--- src/rtl/prmcu_uart_rx_fifo.sv ---
// rtl/prmcu_uart_rx_fifo.sv - first-word-fall-through receive FIFO for the UART receiver
// Drops words on overflow (the serial line cannot be stalled) and latches a sticky overflow flag.
module prmcu_uart_rx_fifo #(
  parameter int DEPTH = 16,
  parameter int WIDTH = 9
) (
  input  logic                      clk,
  input  logic                      rst,
  input  logic                      fifo_en,
  input  logic                      flush_i,
  input  logic [WIDTH-1:0]          in_dat_i,
  input  logic                      in_vld_i,
  output logic                      in_rdy_o,
  output logic [WIDTH-1:0]          out_dat_o,
  output logic                      out_vld_o,
  input  logic                      out_rdy_i,
  output logic [$clog2(DEPTH):0]    level_o,
  input  logic [$clog2(DEPTH):0]    threshold_i,
  output logic                      thr_irq_o,
  output logic                      full_o,
  output logic                      empty_o,
  output logic                      ovf_o,
  input  logic                      ovf_clr_i
);

  localparam int AW = $clog2(DEPTH);
  localparam logic [AW-1:0] PTR_ONE  = 1;
  localparam logic [AW:0]   LVL_ONE  = 1;
  localparam logic [AW:0]   LVL_FULL = DEPTH[AW:0];

  logic [WIDTH-1:0] mem [DEPTH];
  logic [AW-1:0]    wr_ptr;
  logic [AW-1:0]    rd_ptr;
  logic [AW:0]      level;
  logic             ovf;

  logic push;
  logic pop;
  logic wr_en;
  logic ovf_evt;

  assign empty_o   = (level == '0);
  assign full_o    = (level == LVL_FULL);
  assign level_o   = level;
  assign ovf_o     = ovf;
  assign thr_irq_o = (threshold_i != '0) && (level >= threshold_i);

  assign in_rdy_o  = fifo_en & ~flush_i;
  assign out_vld_o = ~empty_o & fifo_en;
  assign out_dat_o = mem[rd_ptr];

  assign push    = in_vld_i & in_rdy_o;
  assign pop     = out_vld_o & out_rdy_i & fifo_en;
  // A push into a full FIFO only lands when the head leaves in the same cycle.
  assign wr_en   = push & (~full_o | pop);
  assign ovf_evt = push & full_o & ~pop;

  always_ff @(posedge clk) begin
    if (wr_en) begin
      mem[wr_ptr] <= in_dat_i;
    end
  end

  always_ff @(posedge clk or negedge rst) begin
    if (!rst) begin
      wr_ptr <= '0;
      rd_ptr <= '0;
      level  <= '0;
    end else if (fifo_en & flush_i) begin
      wr_ptr <= '0;
      rd_ptr <= '0;
      level  <= '0;
    end else begin
      if (wr_en) begin
        wr_ptr <= wr_ptr + PTR_ONE;
      end
      if (pop) begin
        rd_ptr <= rd_ptr + PTR_ONE;
      end
      if (wr_en && !pop) begin
        level <= level + LVL_ONE;
      end else if (pop && !wr_en) begin
        level <= level - LVL_ONE;
      end
    end
  end

  // Overflow wins over a same-cycle clear; the flag is frozen while disabled.
  always_ff @(posedge clk or negedge rst) begin
    if (!rst) begin
      ovf <= 1'b0;
    end else if (ovf_evt) begin
      ovf <= 1'b1;
    end else if (fifo_en & ovf_clr_i) begin
      ovf <= 1'b0;
    end
  end

endmodule

--- config.mk ---
export PLATFORM = sky130hd
export DESIGN_NAME = prmcu_uart_rx_fifo
export DESIGN_NICKNAME = d
export VERILOG_FILES = /design/src/rtl/prmcu_uart_rx_fifo.sv
export SDC_FILE = /design/constraint.sdc
export NUM_CORES = 1
export LEC_CHECK = 0
export ABC_AREA = 1
export BUFFER_PORTS_ARGS = -buffer_cell sky130_fd_sc_hd__buf_2
export CORE_UTILIZATION = 51
export CTS_CLUSTER_DIAMETER = 50
export DETAILED_ROUTE_END_ITERATION = 8
export GPL_TIMING_DRIVEN = 1
export MAX_ROUTING_LAYER = met4
export PLACE_DENSITY = 0.76
export REMOVE_ABC_BUFFERS = 1
export SLEW_MARGIN = 15
export SYNTH_ARGS = -nofsm -noshare
export SYNTH_HDL_FRONTEND = slang
export SYNTH_SLANG_ARGS = --single-unit
--- constraint.sdc ---
create_clock -name clk -period 2.7 [get_ports clk]
set_input_delay 0.135 -clock clk [delete_from_list [all_inputs] [get_ports clk]]
set_output_delay 0.135 -clock clk [all_outputs]
set_load 0.02 [all_outputs]
==> impl_metrics.ini, run 1 <==
[status]
status = complete, no violations

[detailed_routing]
drc = 0
drt_iter0_drc = 472
drtAntennaViolNets = 0
vias_per_cell = 5.64
dr.pass1.iters = 5
wl_mm = 15.5
vias = 4603
routedWlPerCell_um = 18.9

[critical_path]
start_kind = register
critPathArrivalTime_ns = 2.30
path_common_cell = o21ai_0
crit_chain = buf_12 > o21ai_0 > o21ai_0 > o211ai_1 > nand2_1 > buf_2
crit_slowest_cell = dfrtp_2
critPathMaxStageDelay_ns = 0.72
worstSetupEndpointType = primary output
cp_num_buf_inv = 2
crit_path_max_fanout = 48
required_ns = 2.57
critPathTopFamily = flip-flops
critical_path_class = register to primary output

[sta]
fmax_mhz = 411
period_minus_slack_ns = 2.43
setup_viol = 0
rsz0062_at_grt = false
period_share_pct = 90.0
tightest_slew_ns = 0.821
hold_viol = 0
slew_viol_final = 0
fin_setup_tns_ns = 0
relSlewSlack_pct = 45.0
hold_ws_ns = 0.0565
finClkSkew_ns = 0.00611

[clock_network]
cts_tree = done
insertion_delay_ns = 0.42
clk_pin_slew_worst_paths_ns = 0.06
clock-sinks = 158
htreeDepth = 4
clockBufferDepth = 2
cts_buffers = 17
cts_root_buffer = clkbuf_16
post_cts_resize_count = 0

[power]
powerDensity_nw_per_um2 = 943
p_total_mw = 7.43
p_sw_mw = 2.53
clock_power_share_pct = 31.1
p_sw_share_pct = 34.1
p_comb_share_pct = 30.1
vdd_drop_max_uv = 526
internal-power_mw = 4.90
pwr-share-seq_pct = 38.8
leakagePower_nw = 2.85

[cells_and_area]
finalNetCount = 664
antenna_cells = 0
drive_gt1_share_pct = 18.0
syn2layout_area_growth_pct = 13.9

[global_route]
grt_pass1_vias = 4680
grt_pass1_wl_mm = 25.0
grt_max_degree = 74
overflow = 0
grt.total_usage_pct = 24.5
antenna_found_initial = 0

[logic_synthesis]
yosysTopAreaCellShare_pct = 62.5
synth_compound_area_share_pct = 11.1
yosysTopAreaCell = edfxtp_1
yosysUniqueCellTypes = 33
yosys_warnings = 0
post_synth_and_or_nand_nor_area_fraction_pct = 13.6
synthAdderAreaFrac_pct = 2.82
yosys-top-cells-area = edfxtp_1 63%, nor2_1 6.6%, dfrtp_1 5.1%
muxShareOfSynthArea_pct = 0
avgSynthCellArea_um2 = 12.0
synth_cells = 577
synth_seq_area_share_pct = 67.6
yosys_register_bits = 158
synth_top_family_by_area = simple AND/OR/NAND/NOR gates
synth.cell_area_um2 = 6920
synth_xor_area_share_pct = 0.506

[min_path]
hp-class = input port to register

[floorplanning]
start_util_pct = 52.2
dieArea_um2 = 14000
coreArea_um2 = 13200
dieHeight_um = 118
num_io_pins = 41
die_w_um = 118
num_rows = 42

[placement]
gp_congestion = 0.877
hpwl_mm = 9.55
portBuffers = 40

[job]
maxCapViolCount = 0
[worst paths after layout]
| kind | start | end | slack (ns) | cells past startpoint |
|---|---|---|---|---|
| max | rd_ptr[1]$_DFFE_PN0P_ | out_dat_o[5] | 0.27 | 6 |
| min | out_rdy_i | rd_ptr[2]$_DFFE_PN0P_ | 0.06 | 3 |
| max reg2reg | level_o[1]$_DFFE_PN0P_ | level_o[4]$_DFFE_PN0P_ | 0.43 | 13 |
| min reg2reg | ovf_o$_DFFE_PN0P_ | ovf_o$_DFFE_PN0P_ | 0.50 | 2 |
| max in group asynchronous | rst | rd_ptr[0]$_DFFE_PN0P_ | 2.25 | 2 |
| min in group asynchronous | rst | level_o[4]$_DFFE_PN0P_ | 0.16 | 2 |
[flip-flops by register name, indices dropped and copies added, names as in the netlist]
signal   cells
mem        144
rd_ptr       4
wr_ptr       4
ovf_o        1
level_o      5
[repair_timing]
action,in CTS,in global routing
setup endpoints to repair,0,0
setup buffers,0,0
hold buffers,2,0
endpoints found under the hold margin,15,0
[power by group through the flow]
stage | Clock [mW] | Sequential (mW) | Combinational (mW)
after detailed placement | 0 | 2.93 | 2.23
final | 2.31 | 2.88 | 2.24
after CTS | 2.34 | 2.88 | 2.25
after global routing | 2.43 | 2.89 | 2.53
after floorplan | 0 | 3.06 | 1.32
after global placement | 0 | 2.91 | 2.18
[final cells by class]
class / count / area (µm²)
clock buffer: 21 / 440
clock inverter: 10 / 121
fill: 1019 / 5360
inverter: 23 / 92.6
multi-input combinational: 367 / 1940
sequential: 158 / 4680
tap: 176 / 220
timing repair buffer: 61 / 388
[cell usage in the layout (no fill, tap or decap), types with 3 or more instances in the layout]
master     Yosys  final
a21oi_1        6      6
buf_2         10     40
buf_4          4     17
bufinv_16      0      3
clkbuf_1       4      4
clkbuf_16      0     17
clkinv_1       2      7
dfrtp_1       14     12
edfxtp_1     144    144
ha_1          14     14
inv_1         15     15
inv_2          3      3
nand2_1       45     45
nand2_2        7      7
nand3_1       21     21
nand3_2        3      3
nand4_1        3      3
nor2_1       121    121
nor2_2        12     12
o211ai_1      36     36
o21ai_0       70     70
o21ai_1       17     17
xor2_1         4      4
[routing by layer]
metal  global-route usage [%]  wire, µm  up-vias
met5                        -         0        -
met4                     9.73       396        0
met3                     5.55      1020       30
met2                     39.3      7770      179
met1                     30.4      6270     2230
li1                         -         -     2164
[Yosys cell counts, drive strengths merged]
cell / instances
edfxtp: 144
nor2: 135
o21ai: 87
nand2: 52
o211ai: 36
nand3: 25
buf: 21
inv: 20
dfrtp: 14
ha: 14
clkbuf: 8
a21oi: 7
xor2: 4
clkinv: 3
nand4: 3
a31oi: 1
fa: 1
nor4: 1
o221ai: 1
[worst register-to-register path: cells and delay by family, from the launching register on]
family,cells,cell delay (ns)
buffers and inverters,1,0.06
AND/OR/NAND/NOR,10,1.09
flip-flops,1,0.46
AO/OA/AOI/OAI,1,0.21
adder cells (fa/ha/maj),1,0.36
[logic make-up (layout without fill, tap and decap cells)]
family                   after synthesis  after routing
XOR/XNOR                               4              4
AND/OR/NAND/NOR                      216            216
AO/OA/AOI/OAI                        132            132
flip-flops                           158            158
buffers and inverters                 52            115
adder cells (fa/ha/maj)               15             15
[through the flow]
stage / instances / cell area, µm² / utilization, % / worst slack (ns)
final: 816 / 7880 / 59.5 / 0.269
after detailed placement: 783 / 7300 / 55.1 / 0.435
after floorplan: 548 / 6710 / - / 0.110
after global placement: 783 / 7300 / 55.1 / 0.606
after global routing: 816 / 7880 / 59.5 / 0.0597
after CTS: 816 / 7880 / 59.5 / 0.259
No activity file was read; power rests on OpenSTA's default activity.
==> run 2: changes to the inputs <==
--- a/config.mk
+++ b/config.mk
@@ -5,9 +5,9 @@
 export SDC_FILE = /design/constraint.sdc
 export NUM_CORES = 1
 export LEC_CHECK = 0
-export ABC_AREA = 1
 export BUFFER_PORTS_ARGS = -buffer_cell sky130_fd_sc_hd__buf_2
 export CORE_UTILIZATION = 51
+export CTS_BUF_LIST = sky130_fd_sc_hd__clkbuf_8
 export CTS_CLUSTER_DIAMETER = 50
 export DETAILED_ROUTE_END_ITERATION = 8
 export GPL_TIMING_DRIVEN = 1
==> impl_metrics.ini, run 2 <==
[clock_network]
clockBufferDepth = 2
clock-sinks = 158
cts_tree = done
cts_buffers = 17
htreeDepth = 4
insertion_delay_ns = 0.44
cts_root_buffer = clkbuf_8
clk_pin_slew_worst_paths_ns = 0.08

[global_route]
grt_max_degree = 33
antenna_found_initial = 0
overflow = 0
grt.total_usage_pct = 22.0
grt_pass1_vias = 3615
grt_pass1_wl_mm = 19.7

[placement]
gp_congestion = 0.874
hpwl_mm = 7.97
portBuffers = 40

[detailed_routing]
vias_per_cell = 5.59
wl_met2_mm = 6.12
top_layer = met4
m1WireLength_mm = 5.40
wl_met3_um = 679
dr.pass1.iters = 4
drtAntennaViolNets = 0
wl_mm = 12.5
vias = 3451
drt_iter0_drc = 323
drc = 0
routedWlPerCell_um = 20.3

[critical_path]
required_ns = 3.03
critPathArrivalTime_ns = 3.02
worstSetupEndpointType = register
crit_path_max_fanout = 4
crit_slowest_cell = or4_4
rr_worst_depth = 10
cp_num_buf_inv = 1
path_common_cell = a21o_1
reg2reg_from = level_o[3]$_DFFE_PN0P_
start_kind = register
critical_path_class = register to register
crit_chain = or4_4 > a31oi_4 > and2_4 > inv_4 > fa_2 > a21o_1 > a21o_1 > a21oi_2 > o31ai_2 > a32o_1
critPathTopFamily = compound AO/OA/AOI/OAI gates
rr_endpoint = level_o[4]$_DFFE_PN0P_
critPathMaxStageDelay_ns = 0.57
r2r_slack_ns = 0.008

[power]
vdd_drop_max_uv = 531
powerDensity_nw_per_um2 = 821
leakagePower_nw = 2.71
p_total_mw = 6.29

[min_path]
whs_path_depth = 1
hp-class = input port to register
min_to = mem[3][3]$_DFFE_PP_
min_from = in_dat_i[3]

[logic_synthesis]
yosysUniqueCellTypes = 40
avgSynthCellArea_um2 = 19.3
synth_cells = 340
yosysMostFrequentCell = edfxtp_1
yosysTopAreaCellShare_pct = 65.9
yosys_warnings = 0
synth_edf_count = 144
yosys-top-cells-area = edfxtp_1 66%, mux4_2 15%, dfrtp_1 5.3%
synth.cell_area_um2 = 6560
yosysTopAreaCell = edfxtp_1
yosys_register_bits = 158
dominantRegCellSynth = edfxtp_1
synth_seq_area_share_pct = 71.3
async_reset_ff_share_pct = 8.86
synth_top_cells_by_count = 144 x edfxtp_1, 45 x mux4_2, 15 x inv_1, 15 x nand2_1, 15 x nor2_1

[cells_and_area]
final_cell_mix = 144 x edfxtp_1, 45 x mux4_2, 42 x buf_4, 40 x buf_2, 20 x inv_1
seqCellArea_um2 = 4680
mostFrequentLayoutCell = edfxtp_1
finalNetCount = 468
antenna_cells = 0
fillers = 891
largest_register_ffs = 144
multi_input_area_um2 = 1800
drive_gt1_share_pct = 36.2
top_register = mem
syn2layout_area_growth_pct = 16.8

[floorplanning]
coreArea_um2 = 12600
dieHeight_um = 115
die_w_um = 115
dieArea_um2 = 13300
num_rows = 41
num_io_pins = 41
start_util_pct = 52.2

[sta]
setup_viol = 0
rsz0062_at_grt = true
fin_setup_tns_ns = 0
slew_viol_final = 0
finClkSkew_ns = 0.0131
period_share_pct = 99.7
fmax_mhz = 372
hold_viol = 0
tightest_slew_ns = 0.623
relSlewSlack_pct = 58.4
period_minus_slack_ns = 2.69

[status]
status = complete, no violations

[job]
maxCapViolCount = 0
==> run 2: cells by family (layout without fill, tap and decap cells) <==
logic type / after synthesis / in the layout / share of synthesized area, %
AO/OA/AOI/OAI: 24 / 24 / 2.73
XOR/XNOR: 8 / 8 / 1.07
adder cells (fa/ha/maj): 15 / 15 / 2.98
buffers and inverters: 29 / 134 / 1.74
flip-flops: 158 / 158 / 71.3
multiplexers: 46 / 46 / 15.6
AND/OR/NAND/NOR: 60 / 60 / 4.63
==> run 2: worst max path at each step <==
stage,start,endpoint,slack [ns],depth (start not counted)
after global routing,level_o[3]$_DFFE_PN0P_,level_o[4]$_DFFE_PN0P_,-0.07,10
after detailed placement,level_o[0]$_DFFE_PN0P_,level_o[4]$_DFFE_PN0P_,-0.24,10
after CTS,level_o[1]$_DFFE_PN0P_,level_o[4]$_DFFE_PN0P_,-0.01,10
after floorplan,level_o[0]$_DFFE_PN0P_,level_o[4]$_DFFE_PN0P_,-0.31,10
final,level_o[3]$_DFFE_PN0P_,level_o[4]$_DFFE_PN0P_,0.008,10
after global placement,level_o[0]$_DFFE_PN0P_,level_o[4]$_DFFE_PN0P_,-0.07,10
==> run 2: repair_timing <==
action | 4_1_cts | 5_1_grt
resized for setup | 7 | 3
endpoints found under the setup margin | 5 | 6
setup buffers | 1 | 8
pin swaps | 3 | 7
endpoints found under the hold margin | 15 | 0
hold buffers | 2 | 0
==> run 2: where the power goes <==
part           leakage [nW]  internal, mW  switching [mW]
clock                 0.183         0.690           0.781
combinational          1.05          1.01           0.973
sequential             1.48          2.74          0.0935
==> run 2: per-stage QoR <==
stage / util [%] / cell area, µm² / setup WS [ns] / hold slack [ns] / cells
after floorplan: - / 6500 / -0.312 / -0.161 / 326
after global placement: 57.4 / 7210 / -0.0670 / 0.0387 / 574
after detailed placement: 57.4 / 7210 / -0.240 / 0.0450 / 574
after CTS: 60.4 / 7590 / -0.0123 / 0.0343 / 609
after global routing: 61.0 / 7660 / -0.0691 / 0.0479 / 617
final: 61.0 / 7660 / 0.00824 / 0.0649 / 617
==> run 2: worst reg2reg max path, stage by stage, from the launching register on <==
cell and delay [ns]:
dfrtp_1 0.39, or4_4 0.57, a31oi_4 0.20, and2_4 0.19, inv_4 0.04, fa_2 0.35, a21o_1 0.17, a21o_1 0.20
a21oi_2 0.18, o31ai_2 0.08, a32o_1 0.22
==> run 2: final cells by class <==
type | count | share of cell area, %
clock buffers | 17 | 3.05
clock inverters | 15 | 1.21
inverters | 15 | 0.768
multi-input cells | 153 | 23.4
flip-flops and latches | 158 | 61.1
well taps | 172 | 2.81
repair buffers | 87 | 7.66
==> run 2: metal layers <==
layer | vias to the layer above | global-route usage (%)
li1 | 1547 | -
met1 | 1779 | 28.7
met2 | 103 | 33.0
met3 | 22 | 5.44
met4 | 0 | 9.96
met5 | - | -
==> run 3: changes to the inputs <==
--- a/config.mk
+++ b/config.mk
@@ -6,13 +6,15 @@
 export NUM_CORES = 1
 export LEC_CHECK = 0
 export BUFFER_PORTS_ARGS = -buffer_cell sky130_fd_sc_hd__buf_2
-export CORE_UTILIZATION = 51
+export CELL_PAD_IN_SITES_DETAIL_PLACEMENT = 2
+export CELL_PAD_IN_SITES_GLOBAL_PLACEMENT = 2
+export CORE_UTILIZATION = 48
 export CTS_BUF_LIST = sky130_fd_sc_hd__clkbuf_8
 export CTS_CLUSTER_DIAMETER = 50
 export DETAILED_ROUTE_END_ITERATION = 8
 export GPL_TIMING_DRIVEN = 1
 export MAX_ROUTING_LAYER = met4
-export PLACE_DENSITY = 0.76
+export PLACE_DENSITY = 0.88
 export REMOVE_ABC_BUFFERS = 1
 export SLEW_MARGIN = 15
 export SYNTH_ARGS = -nofsm -noshare
==> impl_metrics.ini, run 3 (synthesis results as in run 2) <==
[cells_and_area]
mostFrequentLayoutCell = edfxtp_1
largest_register_ffs = 144
fillers = 1112
finalNetCount = 452
drive_gt1_share_pct = 37.3
final_util_pct = 57.5
syn2layout_area_growth_pct = 16.6
final_cell_mix = 144 x edfxtp_1, 45 x mux4_2, 40 x buf_2, 26 x buf_4, 17 x clkbuf_8
antenna_cells = 0
stdcell_count = 605
top_register = mem

[sta]
setup_viol = 1
slew_viol_final = 0
tightest_slew_ns = 0.849
hold_viol = 0
period_share_pct = 104
rsz0062_at_grt = true
relSlewSlack_pct = 43.4
fmax_mhz = 356
fin_setup_tns_ns = -0.107
finClkSkew_ns = 0.00964
period_minus_slack_ns = 2.81
postLayoutSetupSlackWorst_ns = -0.107

[critical_path]
start_kind = register
path_common_cell = a21o_1
critical_path_class = register to register
reg2reg_from = level_o[0]$_DFFE_PN0P_
critPathTopFamily = compound AO/OA/AOI/OAI gates
crit_path_max_fanout = 4
crit_slowest_cell = or4_4
crit_start = level_o[0]$_DFFE_PN0P_
r2r_slack_ns = -0.11
critPathMaxStageDelay_ns = 0.59
worstSetupEndpointType = register
critPathArrivalTime_ns = 3.17
crit_chain = or4_4 > a31oi_4 > and2_4 > inv_4 > fa_2 > a21o_1 > a21o_1 > a21oi_2 > o31ai_2 > a32o_1
cp_num_buf_inv = 1
required_ns = 3.06

[status]
status = finished with violations
violations = negative setup slack

[clock_network]
cts_root_buffer = clkbuf_8
cts_tree = done
clk_pin_slew_worst_paths_ns = 0.09
insertion_delay_ns = 0.47
htreeDepth = 4
clock-sinks = 158
clockBufferDepth = 2
cts_buffers = 17

[floorplanning]
dieHeight_um = 119
die_w_um = 119
num_rows = 42
start_util_pct = 49.3
dieArea_um2 = 14100
num_io_pins = 41
coreArea_um2 = 13300

[power]
p_total_mw = 6.81
p_sw_share_pct = 32.7
internal-power_mw = 4.58
p_comb_share_pct = 31.7
pwr-share-seq_pct = 41.8
p_sw_mw = 2.23
vdd_drop_max_uv = 401
leakagePower_nw = 2.63
powerDensity_nw_per_um2 = 890
clock_power_share_pct = 26.4

[global_route]
grt_pass1_vias = 3978
grt_max_degree = 37
antenna_found_initial = 0
overflow = 0
grt_pass1_wl_mm = 27.8
grt.total_usage_pct = 30.0

[placement]
gp_congestion = 0.791
hpwl_mm = 11.4
dpl.cell_count = 568
portBuffers = 40

[min_path]
min_from = in_dat_i[5]
hp-class = input port to register

[detailed_routing]
wl_mm = 19.2
drc = 0
vias_per_cell = 6.13
dr.pass1.iters = 5
vias = 3710
drt_iter0_drc = 372
routedWlPerCell_um = 31.7
drtAntennaViolNets = 0

[job]
maxCapViolCount = 0
[run 3: cell types whose count changed in the layout (fill, tap and decap cells not counted), moves of 3 or more]
cell	delta
nor2_2	+4
nor2_1	-4
clkinv_4	+4
clkinvlp_4	+3
clkinv_1	-3
inv_1	-6
buf_4	-16
[run 3: per-layer routing]
metal / share of wire (%) / track usage [%]
met1: 42 / 38.6
met2: 52 / 49.1
met3: 4.7 / 5.08
met4: 1.5 / 9.41
met5: 0 / -
[run 3: worst paths after layout]
| kind | endpoint | depth (start not counted) |
|---|---|---|
| setup / recovery | level_o[4]$_DFFE_PN0P_ | 10 |
| min in group asynchronous | level_o[4]$_DFFE_PN0P_ | 2 |
| max in group asynchronous | rd_ptr[0]$_DFFE_PN0P_ | 2 |
| hold reg to reg | ovf_o$_DFFE_PN0P_ | 2 |
| setup reg to reg | level_o[4]$_DFFE_PN0P_ | 10 |
| hold / removal | mem[13][5]$_DFFE_PP_ | 1 |
[run 3: cell type report]
| type | instances | area [µm²] | share of cell area, % |
|---|---|---|---|
| flip-flops and latches | 158 | 4680 | 61.1 |
| clock inverters | 15 | 165 | 2.16 |
| inverters | 15 | 58.8 | 0.769 |
| clock buffers | 17 | 234 | 3.06 |
| well taps | 176 | 220 | 2.88 |
| multi-input cells | 153 | 1820 | 23.7 |
| repair buffers | 71 | 480 | 6.28 |
[run 3: power groups by stage]
stage               clock (mW)  combinational, mW  sequential, mW
global placement             0               1.89            2.86
detailed placement           0               2.01            2.88
finish                    1.80               2.16            2.85
global route              1.90               2.29            2.85
floorplan                    0               1.06            3.09
CTS                       1.82               2.10            2.84
[run 3: repair_timing]
action	CTS	global route
setup buffers	0	2
endpoints found under the setup margin	28	3
resized for setup	7	3
hold buffers	2	0
pin swaps	4	7
hold endpoints to repair	15	0
gates cloned	0	1
[run 3: through the flow]
step	setup slack [ns]	area, µm²	hold WS [ns]
global route	-0.158	7650	0.0153
floorplan	-0.312	6500	-0.161
CTS	-0.133	7590	0.0131
global placement	-0.0208	7140	0.0491
detailed placement	-0.251	7140	0.0717
finish	-0.107	7650	0.0365
